===== config.mk =====
export PLATFORM = sky130hd
export DESIGN_NAME = multicycle_addsub_flat
export DESIGN_NICKNAME = d
export VERILOG_FILES = /design/src/rtl/multicycle_addsub_if.sv /design/src/rtl/multicycle_addsub.sv /design/src/flat_wrapper.sv
export SDC_FILE = /design/constraint.sdc
export NUM_CORES = 1
export LEC_CHECK = 0
export BUFFER_PORTS_ARGS = -buffer_cell sky130_fd_sc_hd__clkbuf_2
export CAP_MARGIN = 30
export CELL_PAD_IN_SITES_DETAIL_PLACEMENT = 1
export CELL_PAD_IN_SITES_GLOBAL_PLACEMENT = 1
export CORE_MARGIN = 5
export CORE_UTILIZATION = 30
export DETAILED_ROUTE_END_ITERATION = 16
export GPL_TIMING_DRIVEN = 0
export PLACE_DENSITY = 0.62
export SLEW_MARGIN = 25
export SYNTH_ARGS = -nofsm -noshare
export SYNTH_HDL_FRONTEND = slang
export SYNTH_SLANG_ARGS = --single-unit

===== constraint.sdc =====
create_clock -name clock -period 7.7 [get_ports clock]
set_input_delay 1.155 -clock clock [delete_from_list [all_inputs] [get_ports clock]]
set_output_delay 1.155 -clock clock [all_outputs]
set_load 0.005 [all_outputs]

===== src/rtl/multicycle_addsub_if.sv =====
// Handshake and operand/result bundle for the chunk-serial add/sub unit.
// master = operation source / result consumer, slave = arithmetic unit.
interface multicycle_addsub_if #(
  parameter int WIDTH = 32
);
  logic             in_valid;
  logic             in_ready;
  logic             op_sub;
  logic [WIDTH-1:0] data_A;
  logic [WIDTH-1:0] data_B;
  logic             out_valid;
  logic             out_ready;
  logic [WIDTH-1:0] data_result;
  logic             carry_out;
  logic             overflow;
  logic             is_zero;
  logic             is_less;

  modport master (
    output in_valid, op_sub, data_A, data_B, out_ready,
    input  in_ready, out_valid, data_result, carry_out, overflow, is_zero, is_less
  );

  modport slave (
    input  in_valid, op_sub, data_A, data_B, out_ready,
    output in_ready, out_valid, data_result, carry_out, overflow, is_zero, is_less
  );
endinterface


===== src/rtl/multicycle_addsub.sv =====
// Chunk-serial two's-complement adder/subtractor. Adds CHUNK bits per cycle,
// LSB chunk first, and reports carry, signed overflow, zero and signed less-than.
// Subtraction is A + ~B + 1: B is inverted on accept and the carry is seeded with 1.
module multicycle_addsub #(
  parameter int WIDTH = 32,
  parameter int CHUNK = 8
) (
  input  logic               clock,
  input  logic               reset,
  multicycle_addsub_if.slave bus
);
  localparam int N  = WIDTH / CHUNK;
  localparam int CW = (N > 1) ? $clog2(N) : 1;
  localparam logic [CW-1:0] LAST = CW'(N - 1);

  typedef enum logic [1:0] {
    IDLE = 2'd0,
    RUN  = 2'd1,
    DONE = 2'd2
  } state_t;

  state_t state, state_nxt;

  logic [CW-1:0]    cnt;
  logic [WIDTH-1:0] a_q;
  logic [WIDTH-1:0] bx_q;
  logic [WIDTH-1:0] res_q;
  logic             carry_q;
  logic             sub_q;
  logic             cout_q, ovf_q, zero_q, less_q;

  logic [CHUNK-1:0] a_ch, b_ch;
  logic [CHUNK:0]   sum_ch;
  logic [WIDTH-1:0] res_nxt;
  logic             ovf_nxt;
  logic             last_chunk;
  logic             in_ready_c, out_valid_c;

  function automatic logic [CHUNK:0] chunk_add(input logic [CHUNK-1:0] a,
                                               input logic [CHUNK-1:0] b,
                                               input logic             cin);
    return {1'b0, a} + {1'b0, b} + {{CHUNK{1'b0}}, cin};
  endfunction

  // Current chunk sum and the full result as it will look after this edge;
  // the MSB lives in the last chunk, so flags are taken from res_nxt.
  always_comb begin
    a_ch    = a_q[int'(cnt)*CHUNK +: CHUNK];
    b_ch    = bx_q[int'(cnt)*CHUNK +: CHUNK];
    sum_ch  = chunk_add(a_ch, b_ch, carry_q);
    res_nxt = res_q;
    res_nxt[int'(cnt)*CHUNK +: CHUNK] = sum_ch[CHUNK-1:0];
    ovf_nxt = (a_q[WIDTH-1] == bx_q[WIDTH-1]) && (res_nxt[WIDTH-1] != a_q[WIDTH-1]);
  end

  assign last_chunk = (cnt == LAST);

  // State register.
  always_ff @(posedge clock) begin
    if (reset) state <= IDLE;
    else       state <= state_nxt;
  end

  // Next-state and handshake outputs; no accept in the cycle a result is taken.
  always_comb begin
    state_nxt   = state;
    in_ready_c  = 1'b0;
    out_valid_c = 1'b0;
    case (state)
      IDLE: begin
        in_ready_c = 1'b1;
        if (bus.in_valid) state_nxt = RUN;
      end
      RUN: begin
        if (last_chunk) state_nxt = DONE;
      end
      DONE: begin
        out_valid_c = 1'b1;
        if (bus.out_ready) state_nxt = IDLE;
      end
      default: state_nxt = IDLE;
    endcase
  end

  // Operand capture, chunk accumulation and flag registration.
  always_ff @(posedge clock) begin
    if (reset) begin
      cnt     <= '0;
      a_q     <= '0;
      bx_q    <= '0;
      res_q   <= '0;
      carry_q <= 1'b0;
      sub_q   <= 1'b0;
      cout_q  <= 1'b0;
      ovf_q   <= 1'b0;
      zero_q  <= 1'b0;
      less_q  <= 1'b0;
    end else begin
      case (state)
        IDLE: begin
          if (bus.in_valid) begin
            a_q     <= bus.data_A;
            bx_q    <= bus.op_sub ? ~bus.data_B : bus.data_B;
            carry_q <= bus.op_sub;
            sub_q   <= bus.op_sub;
            cnt     <= '0;
          end
        end
        RUN: begin
          res_q   <= res_nxt;
          carry_q <= sum_ch[CHUNK];
          if (last_chunk) begin
            cnt    <= '0;
            cout_q <= sum_ch[CHUNK];
            ovf_q  <= ovf_nxt;
            zero_q <= (res_nxt == '0);
            less_q <= sub_q & (res_nxt[WIDTH-1] ^ ovf_nxt);
          end else begin
            cnt <= cnt + CW'(1);
          end
        end
        default: ;
      endcase
    end
  end

  assign bus.in_ready    = in_ready_c;
  assign bus.out_valid   = out_valid_c;
  assign bus.data_result = res_q;
  assign bus.carry_out   = cout_q;
  assign bus.overflow    = ovf_q;
  assign bus.is_zero     = zero_q;
  assign bus.is_less     = less_q;
endmodule


===== src/flat_wrapper.sv =====
// flat-port wrapper written by rule: the top's interface ports become plain ports
module multicycle_addsub_flat 
#(
  parameter int WIDTH = 32,
  parameter int CHUNK = 8
)
  (clock, reset, bus_in_valid, bus_op_sub, bus_data_A, bus_data_B, bus_out_ready, bus_in_ready, bus_out_valid, bus_data_result, bus_carry_out, bus_overflow, bus_is_zero, bus_is_less);
  multicycle_addsub_if #(.WIDTH(WIDTH)) bus_i ();
  input  logic clock;
  input  logic reset;
  input wire logic [$bits(bus_i.in_valid)-1:0] bus_in_valid;
  input wire logic [$bits(bus_i.op_sub)-1:0] bus_op_sub;
  input wire logic [$bits(bus_i.data_A)-1:0] bus_data_A;
  input wire logic [$bits(bus_i.data_B)-1:0] bus_data_B;
  input wire logic [$bits(bus_i.out_ready)-1:0] bus_out_ready;
  output wire logic [$bits(bus_i.in_ready)-1:0] bus_in_ready;
  output wire logic [$bits(bus_i.out_valid)-1:0] bus_out_valid;
  output wire logic [$bits(bus_i.data_result)-1:0] bus_data_result;
  output wire logic [$bits(bus_i.carry_out)-1:0] bus_carry_out;
  output wire logic [$bits(bus_i.overflow)-1:0] bus_overflow;
  output wire logic [$bits(bus_i.is_zero)-1:0] bus_is_zero;
  output wire logic [$bits(bus_i.is_less)-1:0] bus_is_less;
  assign bus_i.in_valid = bus_in_valid;
  assign bus_i.op_sub = bus_op_sub;
  assign bus_i.data_A = bus_data_A;
  assign bus_i.data_B = bus_data_B;
  assign bus_i.out_ready = bus_out_ready;
  assign bus_in_ready = bus_i.in_ready;
  assign bus_out_valid = bus_i.out_valid;
  assign bus_data_result = bus_i.data_result;
  assign bus_carry_out = bus_i.carry_out;
  assign bus_overflow = bus_i.overflow;
  assign bus_is_zero = bus_i.is_zero;
  assign bus_is_less = bus_i.is_less;
  multicycle_addsub #(.WIDTH(WIDTH), .CHUNK(CHUNK)) u_core (.clock(clock), .reset(reset), .bus(bus_i));
endmodule

==> results of run 1 <==
-- critical path: cells and delay by family, from the launching register on --
family          cells  cell delay, ns
compound gates      5            1.65
fa+ha+maj           1            0.35
buf+inv             2            1.22
flops               1            0.38
mux                 2            0.66
-- layer usage --
| layer | share of wire | GRT usage | wire length [um] | vias to the layer above |
|---|---|---|---|---|
| met5 | 0 | 0 | 0 | - |
| met4 | 0.020 | 0.0561 | 314 | 0 |
| met3 | 0.040 | 0.0310 | 633 | 21 |
| met2 | 0.48 | 0.272 | 7660 | 99 |
| met1 | 0.46 | 0.211 | 7410 | 2206 |
| li1 | - | - | - | 2189 |
-- state kept, by name, indices dropped and copies added, names as in the netlist --
signal                  count
u_core.bus.is_less          1
u_core.state                2
u_core.a_q                 32
u_core.bus.carry_out        1
u_core.carry_q              1
u_core.bus.overflow         1
u_core.bus.is_zero          1
u_core.bx_q                32
u_core.sub_q                1
u_core.cnt                  2
u_core.bus.data_result     32
-- how the worst max path moves through the flow --
| stage | from | endpoint | slack [ns] | depth (start not counted) |
|---|---|---|---|---|
| after floorplan | u_core.cnt[0] | u_core.bus.is_zero | 4.11 | 11 |
| after global placement | u_core.cnt[1] | u_core.bus.overflow | 3.36 | 10 |
| after detailed placement | u_core.cnt[1] | u_core.bus.overflow | 3.30 | 10 |
| after CTS | u_core.cnt[1] | u_core.bus.overflow | 3.28 | 10 |
| after global routing | u_core.cnt[0] | u_core.bus.is_zero | 3.08 | 11 |
| final | u_core.cnt[1] | u_core.bus.overflow | 3.31 | 10 |
-- power by group --
part / switching (mW) / internal, mW
registers: 0.0180 / 0.577
clock network: 0.220 / 0.230
logic: 0.139 / 0.0904
total: 0.377 / 0.897
-- cell usage after synthesis, drive strengths merged, types with 6 or more instances --
library cell,n
dfxtp,106
a21o,6
nor4,7
mux4,16
ha,13
nor3,8
xnor2,34
a211oi,38
a21oi,49
buf,6
a22oi,28
clkbuf,31
nor2,77
nand2,82
-- metrics by stage --
stage / cell area, um^2 / hold WS, ns / setup WS [ns] / instances / util
2_1_floorplan: 5000 / 0.433 / 4.11 / 553 / -
4_1_cts: 6080 / 0.460 / 3.28 / 893 / 0.369
3_3_place_gp: 5800 / 0.439 / 3.36 / 877 / 0.352
5_1_grt: 6080 / 0.481 / 3.08 / 893 / 0.369
6_report: 6080 / 0.458 / 3.31 / 893 / 0.369
3_5_place_dp: 5800 / 0.450 / 3.30 / 877 / 0.352
-- logic make-up (layout without fill, tap and decap cells) --
kind of cell / after synthesis / after routing / share of synthesized area
AND/OR/NAND/NOR: 197 / 197 / 0.169
AO/OA/AOI/OAI: 141 / 141 / 0.191
flip-flops: 106 / 106 / 0.424
buffers and inverters: 40 / 160 / 0.0365
XOR/XNOR: 36 / 36 / 0.0631
multiplexers: 18 / 18 / 0.0761
adder cells (fa/ha/maj): 15 / 15 / 0.0405
-- layout make-up --
type | count | area (um^2) | share of cell area
buffer | 37 | 171 | 0.0282
clock buffer | 11 | 243 | 0.0399
clock inverter | 5 | 40.0 | 0.00659
inverter | 3 | 11.3 | 0.00185
multi-input combinational | 407 | 2700 | 0.443
sequential | 106 | 2120 | 0.349
tap | 220 | 275 | 0.0453
timing repair buffer | 104 | 520 | 0.0856
==> run metrics, run 1 <==
outcome finished, final reports clean; CTS tree yes; Initial Util 0.304; critical path class flip-flop to flip-flop; cell accounting for the most synthesized area dfxtp_1; die footprint 19300 um^2; vias in the first global route 4778; critical path data arrival time roughly 4.6 ns; hold endpoint u_core.a_q[10]; number of DRC markers in iteration 0 around 170; hold path depth 2; Tcrit/Tclk final 0.570; fillers 1999; remaining antenna violation count 0; Hold Violations, Final 0; ys flop type dfxtp_1; clock sinks 106; Detailed Place HPWL 12600 um; PostCTS Resize Cnt 0; largest net degree at the start of global routing 18; via-per-instance ratio just over 5; synth unique cells 50; CP max stage cell a311oi_2; worst slew pin tran 0.764 ns; Slew Viols, Final 0; Period minus WS final 4.39 ns; Total Routing Usage GR 0.163; routed len/inst approximately 18 um; initial antenna violation count 0; #FFs+latches synth 106; num ports 107; Max Fclk 228 MHz; Crit path required time 7.93 ns; drt drc 0; PD cells around 210 nW/um^2; syn nets 637; HP Class flip-flop to flip-flop; Tot Pwr 1.27 mW; hold_buf cts 0; first-pass GRT wire length 25100 um; crit-path most repeated cell clkbuf_1; root buffer cell clkbuf_16; GPL Wtd Cong ~0.80; Worst path max stage delay 0.67 ns; sequential fraction of the synthesis area 0.424; Chip Width 139 um; RSZ-0062 raised after global routing false; drt pass-1 iters 4; Area Overhead vs Synth 21.6%; final setup vio count 0; Post-synth EDFFs 0; R2R depth 10; Sum Neg Setup Slack 0 ns; Total Wirelength between 15000 and 20000 um; Synth async-reset ratio 0; number of CTS-inserted buffers 9; Worst R2R Start u_core.cnt[1]; Clk pin slew, worst setup/hold paths 0.07 ns; worst path cell trace clkbuf_1, clkbuf_1, mux4_2, ha_1, o211a_1, a211o_1, a311oi_2, a31o_2, mux2i_1, a211oi_2; Die Y 139 um; crit-path max FO 10; Critical R2R Capture u_core.bus.overflow; clock skew 0.0100 ns; VDD IR max 0.112 mV; Critical Path Sink Type flip-flop; Antenna Cells 0; Worst-Skew Late Latency 0.36 ns; synth warn 0; Post-CTS Repair Setup Buffers 0; Yosys top cell area share 0.424; # nets final about 750; clk buf depth 2; leakage power 2.38 nW; cells after synthesis 553; row cnt 47; Mapped Area 5000 um^2; GR Overflow Total 0; Max-Slew Margin vs Limit 0.487; most common cell after layout, fill and taps aside dfxtp_1; most frequent cells in the layout 106 x dfxtp_1, 104 x clkbuf_2, 82 x nand2_1, 77 x nor2_1, 49 x a21oi_1; hold path startpoint u_core.a_q[10]; share of layout cells above drive strength 1 0.224; CP Launch Type flip-flop; max_cap viols 0; # H-tree levels 3; Port Buf Inserts roughly 100; syn_area_per_cell 9.04 um^2; Synth area leaders dfxtp_1 42%, mux4_2 7.2%, nand2_1 6.2%; R2R setup slack 3.31 ns; via count 4515; Core Region 16500 um^2
No activity file was read; power rests on OpenSTA's default activity.
==> run 2, diff against run 1 <==
--- a/config.mk
+++ b/config.mk
@@ -13,7 +13,7 @@
 export CORE_UTILIZATION = 30
 export DETAILED_ROUTE_END_ITERATION = 16
 export GPL_TIMING_DRIVEN = 0
-export PLACE_DENSITY = 0.62
+export PLACE_DENSITY = 0.64
 export SLEW_MARGIN = 25
 export SYNTH_ARGS = -nofsm -noshare
 export SYNTH_HDL_FRONTEND = slang
==> constraint.sdc (replaced) <==
create_clock -name clock -period 4 [get_ports clock]
set_input_delay 0.6 -clock clock [delete_from_list [all_inputs] [get_ports clock]]
set_output_delay 0.6 -clock clock [all_outputs]
set_load 0.005 [all_outputs]
==> run 2 against run 1 <==
Maximum frequency up 16%. Sequential share of layout area down 0.30 points. Hold slack worse by 0.0021 ns. Routed wire length up 0.14%. Combinational power up 98%. Sequential cell count unchanged. Final area up 0.86%. Highest routed layer unchanged. Sequential power up 93%. Core utilization up 0.32 points. Non-clock buffer count unchanged. Clock power up 110%. Critical path depth unchanged.
==> run metrics, run 2 (same netlist as run 1, synthesis figures left out) <==
critical path data arrival time 4.02 ns (was 4.62 ns); # nets final 752 (unchanged); Critical Path Sink Type flip-flop (unchanged); Critical Path Source u_core.cnt[0] (was u_core.cnt[1]); hold path startpoint bus_data_A[12] (was u_core.a_q[10]); drt drc 0 (unchanged); Sum Neg Setup Slack 0 ns (unchanged); vias in the first global route 4817 (was 4778); HP Class input port to flip-flop (was flip-flop to flip-flop); Core Region 16500 um^2 (unchanged); first-pass GRT wire length 25800 um (was 25100 um); Worst-Skew Late Latency 0.36 ns (about the same); number of CTS-inserted buffers 9 (unchanged); Crit path required time 4.22 ns (was 7.93 ns); number of DRC markers in iteration 0 181 (was 173); via count 4489 (was 4515); critical path class flip-flop to flip-flop (unchanged); GR Overflow Total 0 (unchanged); drt pass-1 iters 4 (unchanged); root buffer cell clkbuf_16 (unchanged); CP Launch Type flip-flop (unchanged); Hold Violations, Final 0 (unchanged); Antenna Cells 0 (unchanged); Period minus WS final 3.80 ns (was 4.39 ns); initial antenna violation count 0 (unchanged); Detailed Place HPWL 12400 um (was 12600 um); Area Overhead vs Synth 22.6% (was 21.6%); worst slew pin tran 0.792 ns (was 0.764 ns); Worst R2R Start u_core.cnt[0] (was u_core.cnt[1]); max_cap viols 0 (unchanged); clock sinks 106 (unchanged); Max Fclk 263 MHz (was 228 MHz); most common cell after layout, fill and taps aside clkbuf_2 (was dfxtp_1); RSZ-0062 raised after global routing false (unchanged); final setup vio count 0 (unchanged); Chip Width 139 um (unchanged); outcome finished, final reports clean (unchanged); Final Util 0.372 (was 0.369); Tcrit/Tclk final 0.950 (was 0.570); clock skew 0.00764 ns (was 0.0100 ns); Slew Viols, Final 0 (unchanged); Total Routing Usage GR 0.166 (was 0.163); hold_buf cts 0 (unchanged); Clk pin slew, worst setup/hold paths 0.07 ns (about the same); die footprint 19300 um^2 (unchanged); # H-tree levels 3 (unchanged); clk buf depth 2 (unchanged); Die Y 139 um (unchanged); share of layout cells above drive strength 1 0.234 (was 0.224); Initial Util 0.304 (unchanged); remaining antenna violation count 0 (unchanged); num ports 107 (unchanged); via-per-instance ratio 5.03 (was 5.06); GPL Wtd Cong 0.837 (was 0.799); crit-path max FO 10 (unchanged); most frequent cells in the layout 107 x clkbuf_2, 106 x dfxtp_1, 82 x nand2_1, 77 x nor2_1, 48 x a21oi_1 (was 106 x dfxtp_1, 104 x clkbuf_2, 82 x nand2_1, 77 x nor2_1, 49 x a21oi_1); Port Buf Inserts 104 (unchanged); VDD IR max 0.226 mV (was 0.112 mV); largest net degree at the start of global routing 17 (was 18); Max-Slew Margin vs Limit 0.468 (was 0.487); leakage power 2.42 nW (was 2.38 nW); row cnt 47 (unchanged); PD cells 412 nW/um^2 (was 210 nW/um^2); Total Wirelength 16000 um (about the same); CTS tree yes (unchanged); routed len/inst 18.0 um (was 17.9 um)
run 2: changes by cell type in the layout (fill, tap and decap cells not counted), moves of 2 or more:
cell / change
clkbuf_1: -3
clkbuf_2: +3
clkinv_4: -2
clkinvlp_4: -2
run 2: routing by layer:
metal / part of all wire / global-route usage / vias up
met3: 0.040 / 0.0348 / 15
met2: 0.48 / 0.271 / 100
met1: 0.47 / 0.219 / 2185
met4: 0.015 / 0.0556 / 0
met5: 0 / 0 / -
li1: - / - / 2189
run 2: final timing paths:
kind | end | slack, ns | cells past startpoint
setup / recovery | u_core.bus.overflow | 0.20 | 10
hold / removal | u_core.a_q[12] | 0.46 | 3
setup reg to reg | u_core.bus.overflow | 0.20 | 10
hold reg to reg | u_core.a_q[27] | 0.46 | 2
run 2: timing repair:
| item | in CTS | in global routing |
|---|---|---|
| setup endpoints to repair | 14 | 1 |
| setup buffers | 0 | 0 |
| resized for setup | 7 | 4 |
run 2: cell type report:
class / instances / area [um^2]
Sequential cell: 106 / 2120
Buffer: 37 / 185
Timing Repair Buffer: 104 / 520
Fill cell: 2028 / 10300
Multi-Input combinational cell: 407 / 2720
Tap cell: 220 / 275
Clock buffer: 11 / 243
Clock inverter: 4 / 51.3
Inverter: 3 / 11.3
run 2: power breakdown:
group,total (mW),switching [mW],internal (mW),leakage (nW)
clock network,0.923,0.422,0.501,0.142
registers,1.15,0.0350,1.11,0.867
logic,0.455,0.275,0.180,1.41
run 2: through the flow:
| step | hold slack (ns) | cells | cell area [um^2] | total power [mW] | setup WS (ns) |
|---|---|---|---|---|---|
| detailed placement | 0.445 | 877 | 5800 | 1.61 | -0.414 |
| global placement | 0.440 | 877 | 5800 | 1.60 | -0.336 |
| CTS | 0.453 | 892 | 6110 | 2.53 | 0.0612 |
| finish | 0.456 | 892 | 6130 | 2.52 | 0.200 |
| global route | 0.464 | 892 | 6130 | 2.62 | 0.00683 |
| floorplan | 0.433 | 553 | 5000 | 1.45 | 0.411 |
run 2: worst max-delay path, stage by stage (launching register included):
cell and delay (ns):
dfxtp_1 0.39, clkbuf_2 0.24, buf_6 0.22, mux4_2 0.56, fa_1 0.43, a211o_1 0.36
a211o_1 0.30, a311oi_4 0.52, a31o_2 0.28, mux2i_1 0.26, a211oi_2 0.10
==> run 3, diff against run 2 <==
--- a/config.mk
+++ b/config.mk
@@ -9,7 +9,7 @@
 export CAP_MARGIN = 30
 export CELL_PAD_IN_SITES_DETAIL_PLACEMENT = 1
 export CELL_PAD_IN_SITES_GLOBAL_PLACEMENT = 1
-export CORE_MARGIN = 5
+export CORE_MARGIN = 1.5
 export CORE_UTILIZATION = 30
 export DETAILED_ROUTE_END_ITERATION = 16
 export GPL_TIMING_DRIVEN = 0
==> run 3 against run 2 <==
Final cell count increased by 0.11%. Via count is 0.96% lower. Sequential power about the same. Clock power is 6.8% lower. Sequential cell count stayed put. Combinational power hardly changed. Clock-buffer cell count shrank 2. Largest cell class unchanged.
==> run metrics, run 3 (same netlist as run 1, synthesis figures left out) <==
CTS tree yes (unchanged); number of DRC markers in iteration 0 186 (was 181); Antenna Cells 0 (unchanged); sequential cell area 2120 um^2 (unchanged); Critical R2R Capture u_core.bus.is_zero (was u_core.bus.overflow); CP bufs+invs 1 (was 2); Slew Viols, Final 0 (unchanged); Worst-Skew Late Latency 0.36 ns (about the same); Max Fclk 264 MHz (was 263 MHz); Critical Path Source u_core.cnt[1] (was u_core.cnt[0]); R2R setup slack 0.21 ns (was 0.20 ns); leakage power 2.41 nW (was 2.42 nW); remaining antenna violation count 0 (unchanged); first-pass GRT wire length 25300 um (was 25800 um); Area Overhead vs Synth 22.4% (was 22.6%); die footprint 17400 um^2 (was 19300 um^2); Critical Path Sink Type flip-flop (unchanged); worst slew pin tran 0.801 ns (was 0.792 ns); outcome finished, final reports clean (unchanged); clock skew 0.00712 ns (was 0.00764 ns); initial antenna violation count 0 (unchanged); GPL Wtd Cong 0.803 (was 0.837); worst path cell trace clkbuf_2, mux4_2, fa_1, fa_1, a211oi_4, o21bai_1, a211oi_1, a21oi_2, o41ai_2, a31o_1 (was clkbuf_2, buf_6, mux4_2, fa_1, a211o_1, a211o_1, a311oi_4, a31o_2, mux2i_1, a211oi_2); Post-CTS Repair Setup Buffers 0 (unchanged); CP max stage cell mux4_2 (unchanged); worst slack, placed -0.442 ns (was -0.414 ns); R2R depth 10 (unchanged); Crit path required time 4.31 ns (was 4.22 ns); Die Y 132 um (was 139 um); root buffer cell clkbuf_16 (unchanged); Detailed Place HPWL 12000 um (was 12400 um); hold endpoint u_core.a_q[12] (unchanged); GR Overflow Total 0 (unchanged); num ports 107 (unchanged); HP Class input port to flip-flop (unchanged); critical path class flip-flop to flip-flop (unchanged); via-per-instance ratio 4.98 (was 5.03); Hold Violations, Final 0 (unchanged); via count 4446 (was 4489); Total Routing Usage GR 0.186 (was 0.166); final worst slack 0.205 ns (was 0.200 ns); Period minus WS final 3.79 ns (was 3.80 ns); Max-Slew Margin vs Limit 0.466 (was 0.468); fillers 1970 (was 2028); Worst path max stage delay 0.62 ns (was 0.56 ns); placed cells 877 (unchanged); CP Launch Type flip-flop (unchanged); Tcrit/Tclk final 0.949 (was 0.950); Sum Neg Setup Slack 0 ns (unchanged); final setup vio count 0 (unchanged); crit-path most repeated cell fa_1 (was a211o_1); share of layout cells above drive strength 1 0.236 (was 0.234); Tot Pwr 2.46 mW (was 2.52 mW); RSZ-0062 raised after global routing false (unchanged); crit-path max FO 9 (was 10); Worst R2R Start u_core.cnt[1] (was u_core.cnt[0]); hold path startpoint bus_data_A[12] (unchanged); routed len/inst 17.6 um (was 18.0 um); # nets final 752 (unchanged); drt pass-1 iters 4 (unchanged); max_cap viols 0 (unchanged); Clk pin slew, worst setup/hold paths 0.07 ns (about the same); number of CTS-inserted buffers 9 (unchanged); drt drc 0 (unchanged); clock sinks 106 (unchanged); hold_buf cts 0 (unchanged); Non-Filler Instances 893 (was 892); most frequent cells in the layout 107 x clkbuf_2, 106 x dfxtp_1, 82 x nand2_1, 77 x nor2_1, 48 x a21oi_1 (unchanged); Core Region 16400 um^2 (was 16500 um^2); Initial Util 0.305 (was 0.304); row cnt 47 (unchanged); Port Buf Inserts 104 (unchanged); clk buf depth 2 (unchanged); PD cells 402 nW/um^2 (was 412 nW/um^2); vias in the first global route 4813 (was 4817); Total Wirelength 15700 um (was 16000 um); VDD IR max 0.210 mV (was 0.226 mV); Multi-input gate area 2730 um^2 (was 2720 um^2); Final Util 0.373 (was 0.372); Largest delay share family, worst path compound AO/OA/AOI/OAI gates (unchanged); Chip Width 132 um (was 139 um); critical path data arrival time 4.10 ns (was 4.02 ns); hold path depth 3 (unchanged); largest net degree at the start of global routing 19 (was 17); # H-tree levels 3 (unchanged); most common cell after layout, fill and taps aside clkbuf_2 (unchanged)
==> run 3: cell types whose count changed in the layout (fill, tap and decap cells not counted), sizes merged <==
cell / previous run / this run
inv: 4 / 6
bufinv: 1 / 0
clkbuf: 147 / 145
clkinv: 1 / 3
==> run 3: metrics by stage <==
step,hold slack [ns],cell area [um^2]
2_1_floorplan,0.433,5000
3_3_place_gp,0.441,5800
3_5_place_dp,0.448,5800
4_1_cts,0.448,6100
5_1_grt,0.457,6120
6_report,0.457,6120
==> run 3: how the worst max path moves through the flow <==
stage	end	slack, ns	depth (start not counted)
after floorplan	u_core.bus.is_zero	0.41	11
after CTS	u_core.bus.is_zero	0.12	11
after detailed placement	u_core.bus.is_zero	-0.44	10
after global routing	u_core.bus.is_zero	0.02	11
after global placement	u_core.bus.overflow	-0.39	10
final	u_core.bus.is_zero	0.21	10
==> run 3: report_power, final <==
group / switching [mW] / total [mW] / internal (mW)
clock: 0.432 / 0.860 / 0.429
sequential: 0.0349 / 1.14 / 1.11
combinational: 0.275 / 0.456 / 0.181
total: 0.742 / 2.46 / 1.72
==> run 3: area by class of cell <==
type / instances / share of cell area
Sequential cell: 106 / 0.347
Tap cell: 220 / 0.0450
Multi-Input combinational cell: 407 / 0.446
Inverter: 3 / 0.00184
Buffer: 37 / 0.0302
Clock inverter: 7 / 0.00858
Clock buffer: 9 / 0.0368
Timing Repair Buffer: 104 / 0.0850
==> run 3: repair_timing <==
action / 4_1_cts / 5_1_grt
cloned: 0 / 0
endpoints found under the setup margin: 14 / 1
resized for setup: 8 / 4
==> run 3: worst min-delay path, stage by stage <==
cell and delay [ns]:
clkbuf_2 0.08, nand2_1 0.05, a21oi_1 0.05
==> run 3: routing by layer <==
metal / global-route usage / up-vias / wire (um)
li1: - / 2190 / -
met1: 0.234 / 2141 / 7060
met2: 0.318 / 95 / 7790
met3: 0.0319 / 20 / 554
met4: 0.0685 / 0 / 289
met5: 0 / - / 0
